**src/rtl/run_detect_pkg.sv**
```systemverilog
// Shared definitions for the run-of-ones detection scheduler:
// FSM encodings, a constant-safe clog2 and the default run length.
package run_detect_pkg;

    localparam logic [1:0] IDLE  = 2'd0;
    localparam logic [1:0] SHIFT = 2'd1;
    localparam logic [1:0] DONE  = 2'd2;

    localparam int DEFAULT_RUN_LEN = 3;

    typedef enum logic [1:0] {
        S_IDLE  = IDLE,
        S_SHIFT = SHIFT,
        S_DONE  = DONE
    } state_t;

    function automatic int clog2(input int value);
        int r;
        r = 0;
        while ((1 << r) < value) begin
            r = r + 1;
        end
        return r;
    endfunction

endpackage

```
**src/rtl/run_detector.sv**
```systemverilog
// Serial run-of-ones detector: a saturating count of preceding 1s and a
// Mealy detect that fires on the bit completing a run of RUN_LEN ones.
module run_detector
    import run_detect_pkg::*;
#(
    parameter int RUN_LEN = DEFAULT_RUN_LEN
) (
    input  logic clk,
    input  logic reset,
    input  logic clr,
    input  logic en,
    input  logic din,
    output logic detect
);

    localparam int            RW  = clog2(RUN_LEN);
    localparam logic [RW-1:0] SAT = RW'(RUN_LEN - 1);

    logic [RW-1:0] r_run;

    // Saturating at RUN_LEN-1 lets longer runs keep firing every bit (overlap).
    assign detect = en & din & (r_run == SAT);

    always_ff @(posedge clk or posedge reset) begin
        if (reset) begin
            r_run <= '0;
        end else if (clr) begin
            r_run <= '0;
        end else if (en) begin
            if (!din) begin
                r_run <= '0;
            end else if (r_run != SAT) begin
                r_run <= r_run + 1'b1;
            end
        end
    end

endmodule

```
**src/rtl/run_detect_sched.sv**
```systemverilog
// Round-robin scheduler feeding one serial run detector from N_REQ
// parallel word sources; returns the per-word detect count with the source id.
module run_detect_sched
    import run_detect_pkg::*;
#(
    parameter  int N_REQ   = 4,
    parameter  int WORD_W  = 8,
    parameter  int RUN_LEN = DEFAULT_RUN_LEN,
    localparam int IDW     = clog2(N_REQ),
    localparam int CNT_W   = clog2(WORD_W + 1)
) (
    input  logic                    clk,
    input  logic                    reset,
    input  logic [N_REQ-1:0]        req_valid,
    input  logic [N_REQ*WORD_W-1:0] req_data,
    output logic [N_REQ-1:0]        req_ready,
    output logic                    rsp_valid,
    output logic [IDW-1:0]          rsp_id,
    output logic [CNT_W-1:0]        rsp_count,
    output logic                    rsp_any,
    input  logic                    rsp_ready
);

    localparam int             BCW      = clog2(WORD_W);
    localparam logic [BCW-1:0] LAST_BIT = BCW'(WORD_W - 1);

    state_t             r_state;
    state_t             w_next;
    logic [IDW-1:0]     r_rr_ptr;
    logic [IDW-1:0]     r_id;
    logic [WORD_W-1:0]  r_shift;
    logic [BCW-1:0]     r_bitcnt;
    logic [CNT_W-1:0]   r_count;
    logic [CNT_W-1:0]   r_rsp_count;
    logic               r_rsp_any;

    logic [IDW-1:0]     w_gnt_id;
    logic               w_found;
    logic               w_accept;
    logic               w_shift_en;
    logic               w_last;
    logic               w_detect;
    logic [CNT_W-1:0]   w_count_nxt;

    function automatic logic [IDW-1:0] rr_idx(input logic [IDW-1:0] base, input int off);
        return IDW'((int'(base) + off) % N_REQ);
    endfunction

    // First valid requester at or after the round-robin pointer.
    always_comb begin
        w_found  = 1'b0;
        w_gnt_id = '0;
        for (int k = 0; k < N_REQ; k++) begin
            if (!w_found && req_valid[rr_idx(r_rr_ptr, k)]) begin
                w_found  = 1'b1;
                w_gnt_id = rr_idx(r_rr_ptr, k);
            end
        end
    end

    always_ff @(posedge clk or posedge reset) begin
        if (reset) begin
            r_state <= S_IDLE;
        end else begin
            r_state <= w_next;
        end
    end

    always_comb begin
        w_next     = r_state;
        req_ready  = '0;
        w_accept   = 1'b0;
        w_shift_en = 1'b0;
        w_last     = 1'b0;
        case (r_state)
            S_IDLE: begin
                if (w_found) begin
                    req_ready = N_REQ'(1) << w_gnt_id;
                    w_accept  = 1'b1;
                    w_next    = S_SHIFT;
                end
            end
            S_SHIFT: begin
                w_shift_en = 1'b1;
                if (r_bitcnt == LAST_BIT) begin
                    w_last = 1'b1;
                    w_next = S_DONE;
                end
            end
            S_DONE: begin
                if (rsp_ready) begin
                    w_next = S_IDLE;
                end
            end
            default: w_next = S_IDLE;
        endcase
    end

    run_detector #(
        .RUN_LEN (RUN_LEN)
    ) u_det (
        .clk    (clk),
        .reset  (reset),
        .clr    (w_accept),
        .en     (w_shift_en),
        .din    (r_shift[WORD_W-1]),
        .detect (w_detect)
    );

    // The final bit's detect is folded in on the same edge that enters DONE.
    assign w_count_nxt = r_count + CNT_W'(w_detect);

    always_ff @(posedge clk or posedge reset) begin
        if (reset) begin
            r_rr_ptr    <= '0;
            r_id        <= '0;
            r_shift     <= '0;
            r_bitcnt    <= '0;
            r_count     <= '0;
            r_rsp_count <= '0;
            r_rsp_any   <= 1'b0;
        end else if (w_accept) begin
            r_shift  <= req_data[w_gnt_id*WORD_W +: WORD_W];
            r_id     <= w_gnt_id;
            r_bitcnt <= '0;
            r_count  <= '0;
            r_rr_ptr <= rr_idx(w_gnt_id, 1);
        end else if (w_shift_en) begin
            r_shift  <= {r_shift[WORD_W-2:0], 1'b0};
            r_bitcnt <= r_bitcnt + 1'b1;
            r_count  <= w_count_nxt;
            if (w_last) begin
                r_rsp_count <= w_count_nxt;
                r_rsp_any   <= (w_count_nxt != '0);
            end
        end
    end

    assign rsp_valid = (r_state == S_DONE);
    assign rsp_id    = r_id;
    assign rsp_count = r_rsp_count;
    assign rsp_any   = r_rsp_any;

endmodule
```
**config.mk**
```make
export PLATFORM = sky130hd
export DESIGN_NAME = run_detect_sched
export DESIGN_NICKNAME = d
export VERILOG_FILES = /design/src/rtl/run_detect_pkg.sv /design/src/rtl/run_detector.sv /design/src/rtl/run_detect_sched.sv
export SDC_FILE = /design/constraint.sdc
export NUM_CORES = 1
export LEC_CHECK = 0
export ABC_AREA = 1
export CAP_MARGIN = 5
export CORE_ASPECT_RATIO = 2
export CORE_MARGIN = 3
export CORE_UTILIZATION = 40
export DETAILED_ROUTE_END_ITERATION = 12
export GPL_TIMING_DRIVEN = 0
export PLACE_DENSITY = 0.76
export SETUP_SLACK_MARGIN = 0.05
export SLEW_MARGIN = 20
export SYNTH_ARGS = -nofsm -noshare
export SYNTH_HDL_FRONTEND = slang
export SYNTH_SLANG_ARGS = --single-unit
export TNS_END_PERCENT = 30
```
**constraint.sdc**
```tcl
create_clock -name clk -period 3.25 [get_ports clk]
set_input_delay 0.8125 -clock clk [delete_from_list [all_inputs] [get_ports clk]]
set_output_delay 0.8125 -clock clk [all_outputs]
set_load 0.05 [all_outputs]
```
; Word-level counts from Yosys, hierarchy flattened
; Index checks and enable logic that the tools add are counted.
[op_classes]
eq_ne = 9
reduce_logical = 12
shifts = 2
order_cmp = 4
add_sub_neg = 7
bitwise_logic = 3
muxes = 37
[op_table]
columns = operator, count
row1 = $shiftx 32x6->8, 1
row2 = $mux 2, 11
row3 = $mux 4, 4
row4 = $mux 8, 2
row5 = $mux 1, 13
row6 = $lt 2x3->1 const B, 4
row7 = $bmux 1 s2, 4
row8 = $add 2x1->2 const B, 3
row9 = $mux 3, 2
row10 = $ne 2x2->1 const B, 3
row11 = $pmux 2 s3, 1
row12 = $reduce_and 3->1, 2
row13 = $add 2x2->2 const B, 2
row14 = $add 4x1->4, 1
row15 = $eq 2x2->1 const B, 2
row16 = $reduce_bool 4->1, 1
row17 = $shl 1x2->4 const A, 1
row18 = $add 3x1->3 const B, 1
row19 = $eq 3x3->1 const B, 1
row20 = $logic_and 1x1->1, 3
row21 = $logic_not 1->1, 3
row22 = $ne 3x1->1 const B, 1
row23 = $and 1x1->1, 2
row24 = $eq 2x1->1 const B, 1
row25 = 5 further kinds, 5
[word_totals]
wordCells = 83
register_bits = 28
in_bits = 39
out_inout_bits = 12

; Longest topological paths before layout
; Gate-level depths: netlist of the first run.
[logic_depth]
depth_word = 16
ltp_mapped = 14
mapped_depth_nobuf = 14

; Modules after synthesis
; Synthesis of the first run repeated with hierarchy kept, for this count alone.
[unflattened]
cells_unflattened = 293
hier_area_um2 = 1958.1
[modules_own_cells]
columns = module, cells_each, area_each_um2, n_inst
row1 = run_detect_sched, 271, 1814.2, 1
row2 = run_detector, 22, 143.9, 1

; Worst setup path after synthesis of the first run
; OpenSTA, ideal clock, no wires.
[synth_timing]
kind = input to output
startpoint = in req_valid[3]
endpoint = out req_ready[1]
slack_ns = -0.260
arrival_ns = 2.697
path_stages = 10
path_cell_list = inv_1 nand2_1 nand3_1 nand2_2 nor2_4 nand3_1 nand2_1 nand2_2 buf_6 nor3_1
[synth_via]
elab_chain_len = 15
elab_cells_between_ends = 25
[synth_rtl]
columns = element, line_no
row1 = start: declaration, run_detect_sched.sv:14  ; input logic [N_REQ-1:0] req_valid,
row2 = $bmux 1 s2, run_detect_sched.sv:54  ; if (!w_found && req_valid[rr_idx(r_rr_ptr, k)]) begin
row3 = $mux 1 (not written as such), run_detect_sched.sv:54
row4 = $mux 1, run_detect_sched.sv:54
row5 = $logic_not 1->1, run_detect_sched.sv:54
row6 = $logic_and 1x1->1, run_detect_sched.sv:54
row7 = $mux 1, run_detect_sched.sv:54
row8 = $logic_not 1->1, run_detect_sched.sv:54
row9 = $logic_and 1x1->1, run_detect_sched.sv:54
row10 = $mux 1, run_detect_sched.sv:54
row11 = $logic_not 1->1, run_detect_sched.sv:54
row12 = $logic_and 1x1->1, run_detect_sched.sv:54
row13 = $mux 2, run_detect_sched.sv:54
row14 = $shl 1x2->4, run_detect_sched.sv:78  ; req_ready = N_REQ'(1) << w_gnt_id;
row15 = $mux 4 *, run_detect_sched.sv:77  ; if (w_found) begin
row16 = $mux 4 *, run_detect_sched.sv:75  ; case (r_state)
row17 = end: declaration, run_detect_sched.sv:16  ; output logic [N_REQ-1:0] req_ready,
; Mark *: on every way between the ends. The rest lies on a longest branch, timed or not. The select of a mux whose other input is x is not followed.

; Worst setup path after layout of the first run
[layout_timing]
startpoint = in req_valid[0]
endpoint = out req_ready[0]
; Same word-level chain as after synthesis.

==> results.toml, run 1 <==
[outcome]
status = "completed"

[finish]
fin_util_pct = 60.68
final_layout_size_suffix_gt1_share_pct = 23.33
final_nets = 375
fin_cells = 385
final_common_cell = "nand2_1"
antenna_cells = 0
postLayoutCellArea_mm2 = 0.002790
synthToLayoutAreaGrowth_pct = 46.33
layout.cells.most_common_list = "nand2_1, clkdlybuf4s50_1, nand3_1, dfrtp_1, inv_1"

[cts]
numCtsBuffers = 3
htreeDepth = 1
cts_root_buf = "clkbuf_8"
clockBufferDepth = 2
cts.sinks = 28
holdBufCountCts = 0
cts_tree = "built"
clkTransAtPathRegs_ns = 0.09
clock_latency_ns = 0.28

[power]
vdd_drop_max_v = 0.0007367
powerDensity_mw_per_mm2 = 1194
leakage_nw = 1.352

[sta]
finalSetupViolations = 0
fin_skew_ns = 0.007272
max_clock_freq_ghz = 0.3131
report.final.slew_viol_count = 0
fin_ws_ns = 0.05631
period_share_pct = 98.27
tightest_slew_ns = 0.9783
layout_min_cycle_time_ns = 3.194
hold_ws_ns = 0.4900
final_hold_viol_count = 0
slew_headroom_pct = 34.38

[setup_path]
start_kind = "primary input"
critPathSlowestCell = "dlygate4sd2_1"
arrival_ns = 2.38
rrSetupSlack_ns = 0.94
crit_buf_inv = 7
ff2ff_path_depth = 11
cp_top_family = "buffers and inverters"
path_class = "in2out"
timing.rr.start = "r_state[0]$_DFFE_PP0P_"
crit_fanout = 8
cp_data_required_time_ns = 2.44
endpoint_kind = "primary output"
path_cells = "dlygate4sd2_1 -> inv_1 -> nand2_2 -> nand3_4 -> buf_4 -> buf_4 -> nand2_1 -> nand3_4 -> buf_8 -> buf_4 -> nor2_2 -> buf_6"
max_stage_delay_ns = 0.21
r2r_end = "rsp_any$_DFFE_PP0P_"
crit_top_cell = "buf_4"

[synthesis]
synth_seq_area_share_pct = 36.75
synth_seq_cells = 28
synth_area_mm2 = 0.001907
synth.distinct_cells = 29
synth_edf_count = 0
syn_nets = 308
synth_warnings = 0
post_synth_inst_count = 264
synth-main-ff-cell = "dfrtp_1"
synth_top_area_cell = "dfrtp_1"
synth_area_leaders = "dfrtp_1, nand2_1, nand3_1"
avgSynthCellArea_um2 = 7.223
synth_top_area_share_pct = 36.75
async_flop_share_pct = 100.0

[placed_design]
place.gp.congestion = 0.7901
dp_hpwl_um = 3998
post-place-cells = 369
dpl_worst_slack_ns = -0.9359
io_buffers = 50
dpl_cell_area_mm2 = 0.002481

[routing]
drtAntennaViolNets = 0
routed_wl_um = 5700
dr.pass1.iters = 5
wl_per_cell_um = 14.81
post-route-drc-count = 0
vias_per_cell = 5.268
drt_first_iter_violations = 96
vias = 2028

[floorplan]
core_mm2 = 0.004598
initial_core_util_pct = 41.47
core.rowCount = 35
fp.dieW_um = 54.82
dieArea_mm2 = 0.005682
fp.dieH_um = 103.6
ios = 51

[worst_hold_path]
hp-class = "reg2reg"
hold_path_depth = 2
worstHoldEndpoint = "r_shift[0]$_DFFE_PP0P_"
hold_path.startpoint = "r_shift[0]$_DFFE_PP0P_"

[global_route]
gr-usage-all-layers_pct = 19.74
antenna_found_initial = 0
grt.overflow.total = 0
grt_max_degree = 29
grt_pass1_wl_um = 8500
grt_pass1_vias = 1955

[job]
maxCapViolCount = 0
[timing repair]
action                     in CTS  in global routing
pin swaps                       6                 10
setup buffers                   5                  7
setup endpoints to repair       4                  4
gates resized for setup        48                 25
[final cells by class]
cell class	instances	area, µm²
Clock buffer	3	41.29
Fill cell	406	1808
Inverter	36	142.6
Sequential cell	28	701.9
Timing Repair Buffer	62	591.8
Clock inverter	1	30.03
Buffer	7	72.57
Multi-Input combinational cell	193	1141
Tap cell	55	68.82
[where the power goes]
| group | leakage (nW) | switching [mW] | internal, mW |
|---|---|---|---|
| logic | 0.958 | 1.53 | 0.949 |
| clock network | 0.0357 | 0.109 | 0.165 |
| registers | 0.358 | 0.0939 | 0.483 |
| total | 1.35 | 1.73 | 1.60 |
[flip-flops by register name (all words and copies together), names as in the netlist]
register	cells
rsp_count	4
r_bitcnt	3
rsp_id	2
r_shift	8
r_state	2
r_rr_ptr	2
r_count	4
rsp_any	1
u_det.r_run	2
[worst max-delay path by stage]
stage                            start            to  depth (start not counted)
after floorplan           req_valid[3]  req_ready[0]                         12
final                     req_valid[0]  req_ready[0]                         12
after detailed placement  req_valid[3]  req_ready[2]                         15
after global routing      req_valid[0]  req_ready[0]                         12
after global placement    req_valid[3]  req_ready[2]                         15
after CTS                 req_valid[3]  req_ready[2]                         14
[per-layer routing]
| layer | up-vias | part of all wire [%] | GRT usage (%) |
|---|---|---|---|
| li1 | 998 | - | - |
| met1 | 954 | 38 | 20.63 |
| met2 | 58 | 57 | 36.02 |
| met3 | 18 | 2.6 | 1.583 |
| met4 | 0 | 3.1 | 9.447 |
| met5 | - | 0 | 0 |
[synth_stat cells, types with 2 or more instances]
cell type / count
nand2_1: 73
nand3_1: 45
inv_1: 29
dfrtp_1: 28
nor2_1: 12
o21ai_0: 10
nand4_1: 9
nand2_2: 7
inv_2: 6
a21oi_1: 5
ha_1: 5
o21ai_1: 5
buf_6: 4
o22ai_1: 4
a22o_1: 3
buf_4: 2
nand2_4: 2
nand3_2: 2
nor2_4: 2
xor2_1: 2
[worst reg2reg max path, delay by kind of cell (launching register included)]
kind                       cells  cell delay, ns
AOI/OAI and AO/OA              2            0.19
adders and majority gates      2            0.41
buffers and inverters          4            0.57
DFF                            1            0.40
and+or+nand+nor                3            0.64
[logic make-up after synthesis]
family,count (synthesis),synth area share [%]
AO/OA/AOI/OAI,29,8.727
flip-flops,28,36.75
buffers and inverters,43,10.76
AND/OR/NAND/NOR,157,39.57
adder cells (fa/ha/maj),5,3.281
XOR/XNOR,2,0.9188
[through the flow]
step | TNS, ns | power [mW]
2_1_floorplan | 0 | 2.049
3_3_place_gp | -3.447 | 2.528
3_5_place_dp | -3.527 | 2.576
4_1_cts | 0 | 3.086
5_1_grt | -0.002178 | 3.550
6_report | 0 | 3.330
Note: power is estimated with default switching activity, not from simulation.
==> inputs of run 2 (changes only) <==
--- a/config.mk
+++ b/config.mk
@@ -14,7 +14,6 @@
 export GPL_TIMING_DRIVEN = 0
 export PLACE_DENSITY = 0.76
 export SETUP_SLACK_MARGIN = 0.05
-export SLEW_MARGIN = 20
 export SYNTH_ARGS = -nofsm -noshare
 export SYNTH_HDL_FRONTEND = slang
 export SYNTH_SLANG_ARGS = --single-unit
==> run 2 against run 1 <==
Against the previous run:
- hold slack about the same
- cell area did not move
- via count is essentially flat
- die area unchanged
- combinational power barely moved
- maximum frequency unchanged
- sequential share of layout area is the same
- register-to-register slack about the same
- clock-buffer cell count did not move
- critical path depth stayed put
- critical path type unchanged
- largest cell class unchanged
- highest routed layer unchanged
==> results.toml, run 2 (synthesized netlist as in run 1, its figures left out) <==
[setup_path]
arrival_ns = 2.38
endpoint_kind = "primary output"
ff2ff_path_depth = 11
crit_fanout = 8
path_class = "in2out"
cp_data_required_time_ns = 2.44
start_kind = "primary input"

[sta]
layout_min_cycle_time_ns = 3.194
tightest_slew_ns = 1.040
fin_tns_setup_ns = 0
period_share_pct = 98.27
slew_headroom_pct = 30.61
fin_skew_ns = 0.007288
final_hold_viol_count = 0
report.final.slew_viol_count = 0
finalSetupViolations = 0
max_clock_freq_ghz = 0.3131

[power]
leakage_nw = 1.356
pwr-share-comb_pct = 74.4
pwr-share-clk_pct = 8.2
p_int_mw = 1.597
power_frac_seq_pct = 17.3
power.total_mw = 3.330
powerDensity_mw_per_mm2 = 1193
vdd_drop_max_v = 0.0007367
switching_share_pct = 52.04
p_switching_mw = 1.733

[cts]
holdBufCountCts = 0
cts.sinks = 28
clkTransAtPathRegs_ns = 0.09
numCtsBuffers = 3
cts_tree = "built"
htreeDepth = 1
cts_root_buf = "clkbuf_8"
clock_latency_ns = 0.28
clockBufferDepth = 2

[global_route]
gr-usage-all-layers_pct = 19.74
grt_pass1_vias = 1955
grt.overflow.total = 0
antenna_found_initial = 0
grt_pass1_wl_um = 8500
grt_max_degree = 29

[placed_design]
io_buffers = 50
place.gp.congestion = 0.7901
dp_hpwl_um = 3998

[finish]
layout.cells.most_common_list = "nand2_1, clkdlybuf4s50_1, nand3_1, dfrtp_1, inv_1"
top_register = "r_shift"
largest_register_ff_count = 8
final_layout_size_suffix_gt1_share_pct = 23.33
fillCellCount = 406
final_common_cell = "nand2_1"
synthToLayoutAreaGrowth_pct = 46.33
antenna_cells = 0
final_nets = 375

[floorplan]
core_mm2 = 0.004598
ios = 51
fp.dieW_um = 54.82
core.rowCount = 35
fp.dieH_um = 103.6
initial_core_util_pct = 41.47
dieArea_mm2 = 0.005682

[job]
maxCapViolCount = 0

[worst_hold_path]
hp-class = "reg2reg"
hold_path_depth = 2

[routing]
post-route-drc-count = 0
wl_per_cell_um = 14.81
drt_first_iter_violations = 96
dr.pass1.iters = 5
drtAntennaViolNets = 0
vias = 2029
routed_wl_um = 5700
vias_per_cell = 5.270

[outcome]
status = "completed"
-- run 2: worst paths after layout --
check                                        from                      end  slack [ns]
max                                  req_valid[0]             req_ready[0]        0.06
min                        r_shift[0]$_DFFE_PP0P_   r_shift[0]$_DFFE_PP0P_        0.49
max reg2reg                r_state[0]$_DFFE_PP0P_      rsp_any$_DFFE_PP0P_        0.94
min reg2reg                r_shift[0]$_DFFE_PP0P_   r_shift[0]$_DFFE_PP0P_        0.49
max in group asynchronous                   reset  r_rr_ptr[0]$_DFFE_PP0P_        1.45
min in group asynchronous                   reset   r_count[0]$_DFFE_PP0P_        1.11
-- run 2: layout make-up --
cell class	instances	area (µm²)	share of cell area [%]
clock buffer	3	41.29	1.480
buffer	7	72.57	2.601
clock inverter	1	30.03	1.076
tap	55	68.82	2.466
sequential	28	701.9	25.16
inverter	36	142.6	5.112
multi-input combinational	193	1141	40.90
timing repair buffer	62	591.8	21.21
-- run 2: routing by layer --
metal	wire (µm)	global-route usage, %
met3	150	1.583
met1	2145	20.63
met2	3226	36.02
met5	0	0
met4	178	9.447
-- run 2: through the flow --
| step | std cells | setup slack [ns] | instance area [µm²] | util, % | hold slack [ns] |
|---|---|---|---|---|---|
| floorplan | 264 | 0.003945 | 1912 | - | 0.4492 |
| global placement | 369 | -0.9128 | 2481 | 53.96 | 0.4683 |
| detailed placement | 369 | -0.9359 | 2481 | 53.96 | 0.4702 |
| CTS | 378 | 0.1087 | 2655 | 57.74 | 0.4934 |
| global route | 385 | -0.002178 | 2790 | 60.68 | 0.5231 |
| finish | 385 | 0.05631 | 2790 | 60.68 | 0.4900 |
-- run 2: power groups by stage --
| stage | combinational [mW] | clock [mW] | sequential (mW) |
|---|---|---|---|
| 2_1_floorplan | 1.41 | 0 | 0.642 |
| 3_3_place_gp | 1.96 | 0 | 0.565 |
| 3_5_place_dp | 2.00 | 0 | 0.572 |
| 4_1_cts | 2.24 | 0.280 | 0.569 |
| 5_1_grt | 2.67 | 0.289 | 0.590 |
| 6_report | 2.48 | 0.274 | 0.577 |
-- run 2: critical path, cell delays in order --
cell and delay, ns:
dlygate4sd2_1 0.21, inv_1 0.07, nand2_2 0.10, nand3_4 0.09, buf_4 0.14, buf_4 0.12, nand2_1 0.13, nand3_4 0.11
buf_8 0.16, buf_4 0.13, nor2_2 0.12, buf_6 0.17
-- run 2: timing repair --
item / 4_1_cts / 5_1_grt
gates cloned: 0 / 0
resized for setup: 48 / 25
setup endpoints to repair: 4 / 4
pin swaps: 6 / 10
buffers inserted: 5 / 7
==> inputs of run 3 (changes only) <==
==> constraint.sdc (replaced) <==
create_clock -name clk -period 3.25 [get_ports clk]
set_input_delay 0.8125 -clock clk [delete_from_list [all_inputs] [get_ports clk]]
set_output_delay 0.8125 -clock clk [all_outputs]
set_load 0.02 [all_outputs]
==> run 3 against run 2 <==
Against the previous run:
- first-iteration DRC count shrank 53%
- sequential power shrank 2%
- register-to-register slack is essentially flat
- highest routed layer unchanged
- critical endpoint is now req_ready[2]
- combinational power fell by 16%
- non-clock buffer count is 7 lower
- largest cell class unchanged
- cell area shrank 7.0%
- via count shrank 3.4%
- clock-buffer cell count grew 1
- cell count down 1.8%
- largest power group unchanged
- sequential share of layout area is 1.9 points higher
- core utilization is 4.3 points lower
- clock skew down 0.0024 ns
==> results.toml, run 3 (synthesized netlist as in run 1, its figures left out) <==
[power]
vdd_drop_max_v = 0.0007021
leakage_nw = 1.289
powerDensity_mw_per_mm2 = 1102
power.total_mw = 2.859

[floorplan]
core_mm2 = 0.004598
fp.dieH_um = 103.6
fp.dieW_um = 54.82
core.rowCount = 35
dieArea_mm2 = 0.005682
initial_core_util_pct = 41.47
ios = 51

[global_route]
antenna_found_initial = 0
grt.overflow.total = 0
grt_pass1_vias = 1975
gr-usage-all-layers_pct = 19.90
grt_max_degree = 29
grt_pass1_wl_um = 8611

[cts]
clock_latency_ns = 0.27
clkTransAtPathRegs_ns = 0.09
holdBufCountCts = 0
htreeDepth = 1
cts.sinks = 28
cts_tree = "built"
numCtsBuffers = 3
cts_root_buf = "clkbuf_8"
clockBufferDepth = 2

[routing]
drt_first_iter_violations = 45
vias = 1959
post-route-drc-count = 0
dr.pass1.iters = 6
routed_wl_um = 5377
vias_per_cell = 5.183
drtAntennaViolNets = 0
wl_per_cell_um = 14.22

[finish]
final_layout_size_suffix_gt1_share_pct = 16.10
layout.cells.most_common_list = "nand2_1, nand3_1, clkdlybuf4s50_1, inv_1, dfrtp_1"
top_register = "r_shift"
synthToLayoutAreaGrowth_pct = 36.02
fin_util_pct = 56.41
final_common_cell = "nand2_1"
antenna_cells = 0
fillCellCount = 459
multi_input_area_mm2 = 0.001051
fin_cells = 378
largest_register_ff_count = 8
seqCellArea_um2 = 700.7
final_nets = 368
postLayoutCellArea_mm2 = 0.002594

[worst_hold_path]
hold_path.startpoint = "rsp_count[2]$_DFFE_PP0P_"
hold_path_depth = 2
hp-class = "reg2reg"
worstHoldEndpoint = "rsp_count[2]$_DFFE_PP0P_"

[setup_path]
timing.rr.start = "r_state[0]$_DFFE_PP0P_"
endpoint_kind = "primary output"
rrSetupSlack_ns = 0.93
cp_data_required_time_ns = 2.44
arrival_ns = 2.30
r2r_end = "rsp_any$_DFFE_PP0P_"
crit_fanout = 5
path_class = "in2out"
ff2ff_path_depth = 11
start_kind = "primary input"

[sta]
max_clock_freq_ghz = 0.3208
finalSetupViolations = 0
rsz0062_at_grt = "true"
fin_skew_ns = 0.004869
slew_headroom_pct = 29.93
report.final.slew_viol_count = 0
fin_ws_ns = 0.1326
layout_min_cycle_time_ns = 3.117
tightest_slew_ns = 1.050
hold_ws_ns = 0.4900
final_hold_viol_count = 0
period_share_pct = 95.92
fin_tns_setup_ns = 0

[placed_design]
post-place-cells = 369
dp_hpwl_um = 4063
place.gp.congestion = 0.7990
io_buffers = 50
dpl_worst_slack_ns = -0.7745
dpl_cell_area_mm2 = 0.002476

[outcome]
status = "completed"

[job]
maxCapViolCount = 0
run 3: changes by cell type in the layout (fill, tap and decap cells not counted), moves of 4 or more:
cell,change
buf_4,-4
nand2_1,+9
nand2_2,-5
nand2_4,-4
run 3: what timing repair did:
action	in CTS	in global routing
endpoints found under the setup margin	4	4
hold endpoints to repair	0	0
resized for setup	31	8
pin swaps	3	0
setup buffers	5	0
run 3: per-layer routing:
metal	vias to the layer above	routed length (µm)	part of all wire, %	GRT usage, %
met4	0	127	2.4	7.308
met5	-	0	0	0
met3	10	146	2.7	1.151
met2	43	3060	57	37.12
li1	987	-	-	-
met1	919	2042	38	21.36
run 3: cell type report:
class	count	area share [%]
multi-input cells	193	40.52
flip-flops and latches	28	27.01
repair buffers	55	19.78
inverters	36	5.403
well taps	55	2.653
plain buffers	7	2.508
clock buffers	4	2.123
run 3: critical path, cell delays in order:
cell	delay (ns)
dlygate4sd2_1	0.25
inv_1	0.08
nand2_2	0.07
nand3_2	0.11
nand2_4	0.07
inv_2	0.10
nand3_1	0.09
nand2_2	0.09
nand3_4	0.11
buf_6	0.15
nor2_4	0.08
inv_2	0.05
nor2_1	0.08
buf_4	0.14
run 3: how the worst max path moves through the flow:
stage / depth (start not counted) / slack, ns / startpoint / endpoint
final: 14 / 0.13 / req_valid[2] / req_ready[2]
after CTS: 12 / 0.05 / req_valid[1] / req_ready[1]
after floorplan: 10 / 0.33 / req_valid[3] / req_ready[1]
after detailed placement: 15 / -0.77 / req_valid[1] / req_ready[0]
after global placement: 15 / -0.75 / req_valid[1] / req_ready[0]
after global routing: 15 / 0.02 / req_valid[2] / req_ready[0]
run 3: power by group:
group | internal (mW) | total, mW | switching, mW
clock | 0.108 | 0.211 | 0.103
sequential | 0.482 | 0.565 | 0.0826
combinational | 0.807 | 2.08 | 1.28
==> variant 1: new RTL, flow settings as in run 1 <==
The parameter `N_REQ` goes from 4 to 8.
--- a/src/rtl/run_detect_sched.sv
+++ b/src/rtl/run_detect_sched.sv
@@ -3,7 +3,7 @@
 module run_detect_sched
     import run_detect_pkg::*;
 #(
-    parameter  int N_REQ   = 4,
+    parameter  int N_REQ   = 8,
     parameter  int WORD_W  = 8,
     parameter  int RUN_LEN = DEFAULT_RUN_LEN,
     localparam int IDW     = clog2(N_REQ),
Ports: changed (resized req_data, req_ready, req_valid and rsp_id); port bits go from 51 to 92. The function was not compared with the original's and may differ.
==> variant 1 against run 1 <==
The run now ends with negative setup slack left. Setup slack worse by 800 ps. Hold slack got worse by 5.1 ps. Core utilization increased by 4.9 points. Sequential cell count grew 2. Register-to-register slack worse by 890 ps. Critical path depth grew 5. Routed wire length grew 99%. Global-route usage is 4.9 points higher. Area after synthesis is 64% higher. Design area is 79% higher. Critical path type is now register to primary output. Largest cell class unchanged. Highest routed layer unchanged.
Power is left out: the tool's default activity adds up to more than one toggle a clock period on the data nets, which glitch-free logic cannot reach.
==> variant 1: results (changes against run 1) <==
- Final worst setup slack: -742 ps (-798 ps)
- Clock skew: 1.81 ps (-5.46 ps)
- Multi-input gate share of the layout cell area: 48.3% (+7.4 points)
- Post-Place Cell Area: 0.00426 mm^2 (+72%)
- Reg2reg end: r_shift[6]$_DFFE_PP0P_
- Post-DP HPWL: 7.78 mm (+95%)
- Comb_multi_in: 372 (+93%)
- Crit-path max cell delay: 380 ps (+170 ps)
- Setup crit start: r_rr_ptr[0]$_DFFE_PP0P_
- Post-CTS setup buffer count: 25 (+20)
- Reg-to-Reg Start: r_rr_ptr[0]$_DFFE_PP0P_
- Global-route wire length before repair: 17.3 mm (+100%)
- Met3 usage: 4.19% (+2.6 points)
- Root buf cell: clkbuf_16
- Seq/Total Area, Yosys: 24.0% (-13 points)
- Reg area: 751 um^2 (+7.0%)
- Net Count, Synth: 545 (+77%)
- Reg2Reg Depth: 25 (+14)
- Met3 WL post-DR: 571 um (+280%)
- Top cells by area, synth: dfrtp_1 24%, nand2_1 20%, nand3_2 8.9%
- Layout cells sized above 1: 32.0% (+8.7 points)
- Layout Nets: 676 (+80%)
- Fill count: 616 (+52%)
- Distinct cells, synth: 43 (+48%)
- Layout non-clock buf frac: 27.4% (+3.6 points)
- Critical path's top delay family: simple AND/OR/NAND/NOR gates
- Synth Register Bits: 30 (+7.1%)
- CTS-repair resized insts: 127 (+160%)
- Pin count of the biggest net entering global routing: 31 (+6.9%)
- Gr usage total: 24.6% (+4.9 points)
- GR Util met1: 24.8% (+4.2 points)
- Crit path DAT: 3180 ps (+800 ps)
- Routability cong.: 0.933 (+18%)
- First drt pass iteration count: 7 (+2)
- Clock buffer cells: 7 (+4)
- Initial DRC Count: 219 (+130%)
- Hold Crit Start: rsp_count[2]$_DFFE_PP0P_
- Clk slew on worst S/H paths: 50 ps (-40 ps)
- Status: finished with violations
- Slew Limit Headroom: 45.1% (+11 points)
- Die width: 68.6 um (+25%)
- ClkCell Share: 2.96% (+0.40 points)
- Hold Path End: rsp_count[2]$_DFFE_PP0P_
- CP max stage cell: ha_4
- Inserted Clock Buffers: 5 (+2)
- Failing checks: negative setup slack
- IO Port Bufs: 91 (+82%)
- Non-clock buffers: 142 (+110%)
- CP Max Fanout: 7 (-1)
- Setup violators final: 8 (+8)
==> variant 1: tightest hold or removal path, delay by kind of cell (launching register included) <==
family / cells / cell delay [ps]
DFF: 1 / 350
and+or+nand+nor: 2 / 110
==> variant 1: metrics by stage <==
stage                     hold slack, ps  instances  utilization (%)  TNS (ps)
final                                485        688             65.6     -5640
after global routing                 511        688             65.6     -7320
after CTS                            494        680             63.5     -4620
after detailed placement             462        647             56.1    -13720
after global placement               462        647             56.1    -12970
after floorplan                      450        462                -     -1760
==> variant 1: cells by family (layout without fill, tap and decap cells) <==
logic type / count (synthesis) / count (layout) / share of synthesized area, %
XOR/XNOR: 6 / 6 / 2.16
AO/OA/AOI/OAI: 42 / 42 / 8.14
AND/OR/NAND/NOR: 316 / 316 / 52.2
adder cells (fa/ha/maj): 8 / 8 / 3.19
flip-flops: 30 / 30 / 24.0
buffers and inverters: 60 / 192 / 10.4
==> variant 2: new RTL, flow settings as in run 1 <==
Without the edit above. Reset style: synchronous (`reset`), changed in 3 clocked blocks.
--- a/src/rtl/run_detector.sv
+++ b/src/rtl/run_detector.sv
@@ -21,7 +21,7 @@
     // Saturating at RUN_LEN-1 lets longer runs keep firing every bit (overlap).
     assign detect = en & din & (r_run == SAT);
 
-    always_ff @(posedge clk or posedge reset) begin
+    always_ff @(posedge clk) begin
         if (reset) begin
             r_run <= '0;
         end else if (clr) begin
--- a/src/rtl/run_detect_sched.sv
+++ b/src/rtl/run_detect_sched.sv
@@ -58,7 +58,7 @@
         end
     end
 
-    always_ff @(posedge clk or posedge reset) begin
+    always_ff @(posedge clk) begin
         if (reset) begin
             r_state <= S_IDLE;
         end else begin
@@ -110,7 +110,7 @@
     // The final bit's detect is folded in on the same edge that enters DONE.
     assign w_count_nxt = r_count + CNT_W'(w_detect);
 
-    always_ff @(posedge clk or posedge reset) begin
+    always_ff @(posedge clk) begin
         if (reset) begin
             r_rr_ptr    <= '0;
             r_id        <= '0;
Formal check against the unedited RTL: differs if reset is asserted again (counterexample within 4 cycles, from zero or initial values and one cycle with reset high); with reset held inactive, the same outputs for 4 cycles.
==> variant 2 against run 1 <==
Clock power down 1%. Routed wire length down 15%. First-iteration DRC count fell by 56%. Sequential cell count unchanged. Area after synthesis fell by 2.1%. Total power is 25% lower. Design area decreased by 4.6%. Setup slack improved by 160 ps. Hold slack worse by 20 ps. Critical path type unchanged. Critical endpoint is now req_ready[2]. Largest power group unchanged. Highest routed layer unchanged.
==> variant 2: results (changes against run 1) <==
- Status: completed
- Least-Margin Pin Slew: 495 ps (-483 ps)
- Distinct cells, synth: 31 (+6.9%)
- Initial DRC Count: 42 (-56%)
- Post-Place Cell Area: 0.00244 mm^2 (-1.7%)
- Vias in the first global route: 1966 (+0.56%)
- Gr usage total: 18.5% (-1.2 points)
- Final Max Slew Viols: 0 (unchanged)
- Post-synthesis async set-or-reset flop share: 0% (-100 points)
- GR Util met1: 19.4% (-1.2 points)
- Reg2Reg Depth: 10 (-1)
- CP Max Fanout: 5 (-3)
- End of the critical path: req_ready[2]
- Syn Area/Cell: 6.24 um^2 (-14%)
- Clock skew: 6.93 ps (-0.347 ps)
- Crit path DAT: 2220 ps (-160 ps)
- Hold path depth: 2 (unchanged)
- Met3 usage: 1.59% (+0.0092 points)
- Clk slew on worst S/H paths: 90 ps (about the same)
- Top cells by area, synth: dfxtp_1 30%, nand2_1 21%, inv_1 8.6%
- Commonest cells in the netlist: 104 x nand2_1, 43 x inv_1, 28 x dfxtp_1, 28 x nand3_1, 15 x a21oi_1
- Net Count, Synth: 343 (+11%)
- Place WS: -890 ps (+46.2 ps)
- Antenna cell count: 0 (unchanged)
- DR vias: 2012 (-0.79%)
- Global-route wire length before repair: 8.00 mm (-5.9%)
- Vias per cell: 4.86 (-7.7%)
- Maximum vdd drop: 0.702 mV (-4.8%)
- Setup crit start: req_valid[3]
- Synth Warn #: 0 (unchanged)
- Seq/Total Area, Yosys: 30.0% (-6.7 points)
- Pin count of the biggest net entering global routing: 17 (-41%)
- Reg2reg end: rsp_any$_SDFFE_PP0P_
- Top_reg_cell synth: dfxtp_1
- Post-DP HPWL: 3.77 mm (-5.6%)
- CP max stage cell: dlygate4sd2_1
- DP Cell Count: 403 (+9.2%)
- Clk Latency, worst-skew pair: 270 ps
- Root buf cell: clkbuf_8
- WL/cell: 11.8 um (-21%)
- First drt pass iteration count: 4 (-1)
- Largest register by flop count: r_shift
- Met2 usage: 36.1% (+0.086 points)
- IO Port Bufs: 50 (unchanged)
- Final Critical Period: 3040 ps (-157 ps)
- Leak: 1.28 nW (-5.5%)
- Layout cells sized above 1: 18.3% (-5.0 points)
- Reg-to-Reg Start: r_state[0]$_SDFFE_PP0P_
- CTS max path bufs: 2 (unchanged)
- Routability cong.: 0.785 (-0.67%)
- Crit-path max cell delay: 250 ps (+40 ps)
- Layout Nets: 405 (+8.0%)
==> variant 2: cell count changes in the layout (fill, tap and decap cells not counted), sizes merged, moves of 3 or more <==
cell / before / now
nand3: 48 / 30
a21oi: 5 / 15
dlymetal6s2s: 0 / 3
nand2: 82 / 109
inv: 34 / 50
o21ai: 15 / 8
buf: 23 / 18
nand4: 9 / 1
a22o: 3 / 0
dfxtp: 0 / 28
nand3b: 1 / 10
dfrtp: 28 / 0
==> variant 2: kinds of logic (layout without fill, tap and decap cells) <==
kind of cell | after synthesis | in the layout | share of synthesized area (%)
AND/OR/NAND/NOR | 168 | 168 | 40.8
buffers and inverters | 60 | 121 | 13.7
AO/OA/AOI/OAI | 35 | 35 | 10.7
flip-flops | 28 | 28 | 30.0
adder cells (fa/ha/maj) | 5 | 5 | 3.35
XOR/XNOR | 3 | 3 | 1.41
==> variant 2: worst min-delay path by stage <==
| stage | start | end | slack, ps |
|---|---|---|---|
| floorplan | r_bitcnt[1]$_SDFFE_PP0N_ | r_bitcnt[1]$_SDFFE_PP0N_ | 440 |
| global placement | r_bitcnt[2]$_SDFFE_PP0N_ | r_bitcnt[2]$_SDFFE_PP0N_ | 450 |
| detailed placement | rsp_count[0]$_SDFFE_PP0P_ | rsp_count[0]$_SDFFE_PP0P_ | 460 |
| CTS | r_count[0]$_SDFFE_PP0N_ | r_count[0]$_SDFFE_PP0N_ | 480 |
| global route | r_bitcnt[2]$_SDFFE_PP0N_ | r_bitcnt[2]$_SDFFE_PP0N_ | 500 |
| finish | rsp_count[2]$_SDFFE_PP0P_ | rsp_count[2]$_SDFFE_PP0P_ | 470 |
==> variant 2: final cells by class <==
| cell class | instances | area, um^2 |
|---|---|---|
| clock inverters | 1 | 30.0 |
| fillers | 433 | 1760 |
| clock buffers | 3 | 41.3 |
| inverters | 51 | 194 |
| plain buffers | 9 | 76.3 |
| flip-flops and latches | 28 | 561 |
| repair buffers | 57 | 561 |
| well taps | 54 | 67.6 |
| multi-input cells | 211 | 1130 |
==> variant 2: worst max-delay path: cells and delay by family <==
| family | cells | cell delay, ps |
|---|---|---|
| buffers and inverters | 5 | 590 |
| AND/OR/NAND/NOR | 8 | 820 |
==> variant 2: metal layers <==
layer	part of all wire [%]	vias up
met5	0	-
met3	4.4	7
met1	38	894
met2	56	51
met4	1.5	0
li1	-	1060
==> variant 2: report_power, final <==
group / total [mW] / internal (mW) / switching (mW)
Clock: 0.270 / 0.165 / 0.105
Combinational: 1.80 / 0.696 / 1.10
Sequential: 0.445 / 0.411 / 0.0348
Total: 2.51 / 1.27 / 1.24
==> variant 2: what timing repair did <==
item / 4_1_cts / 5_1_grt
hold buffers: 0 / 0
resized for setup: 54 / 11
pin swaps: 8 / 2
hold endpoints to repair: 0 / 0
buffers inserted: 6 / 1
setup endpoints to repair: 4 / 4
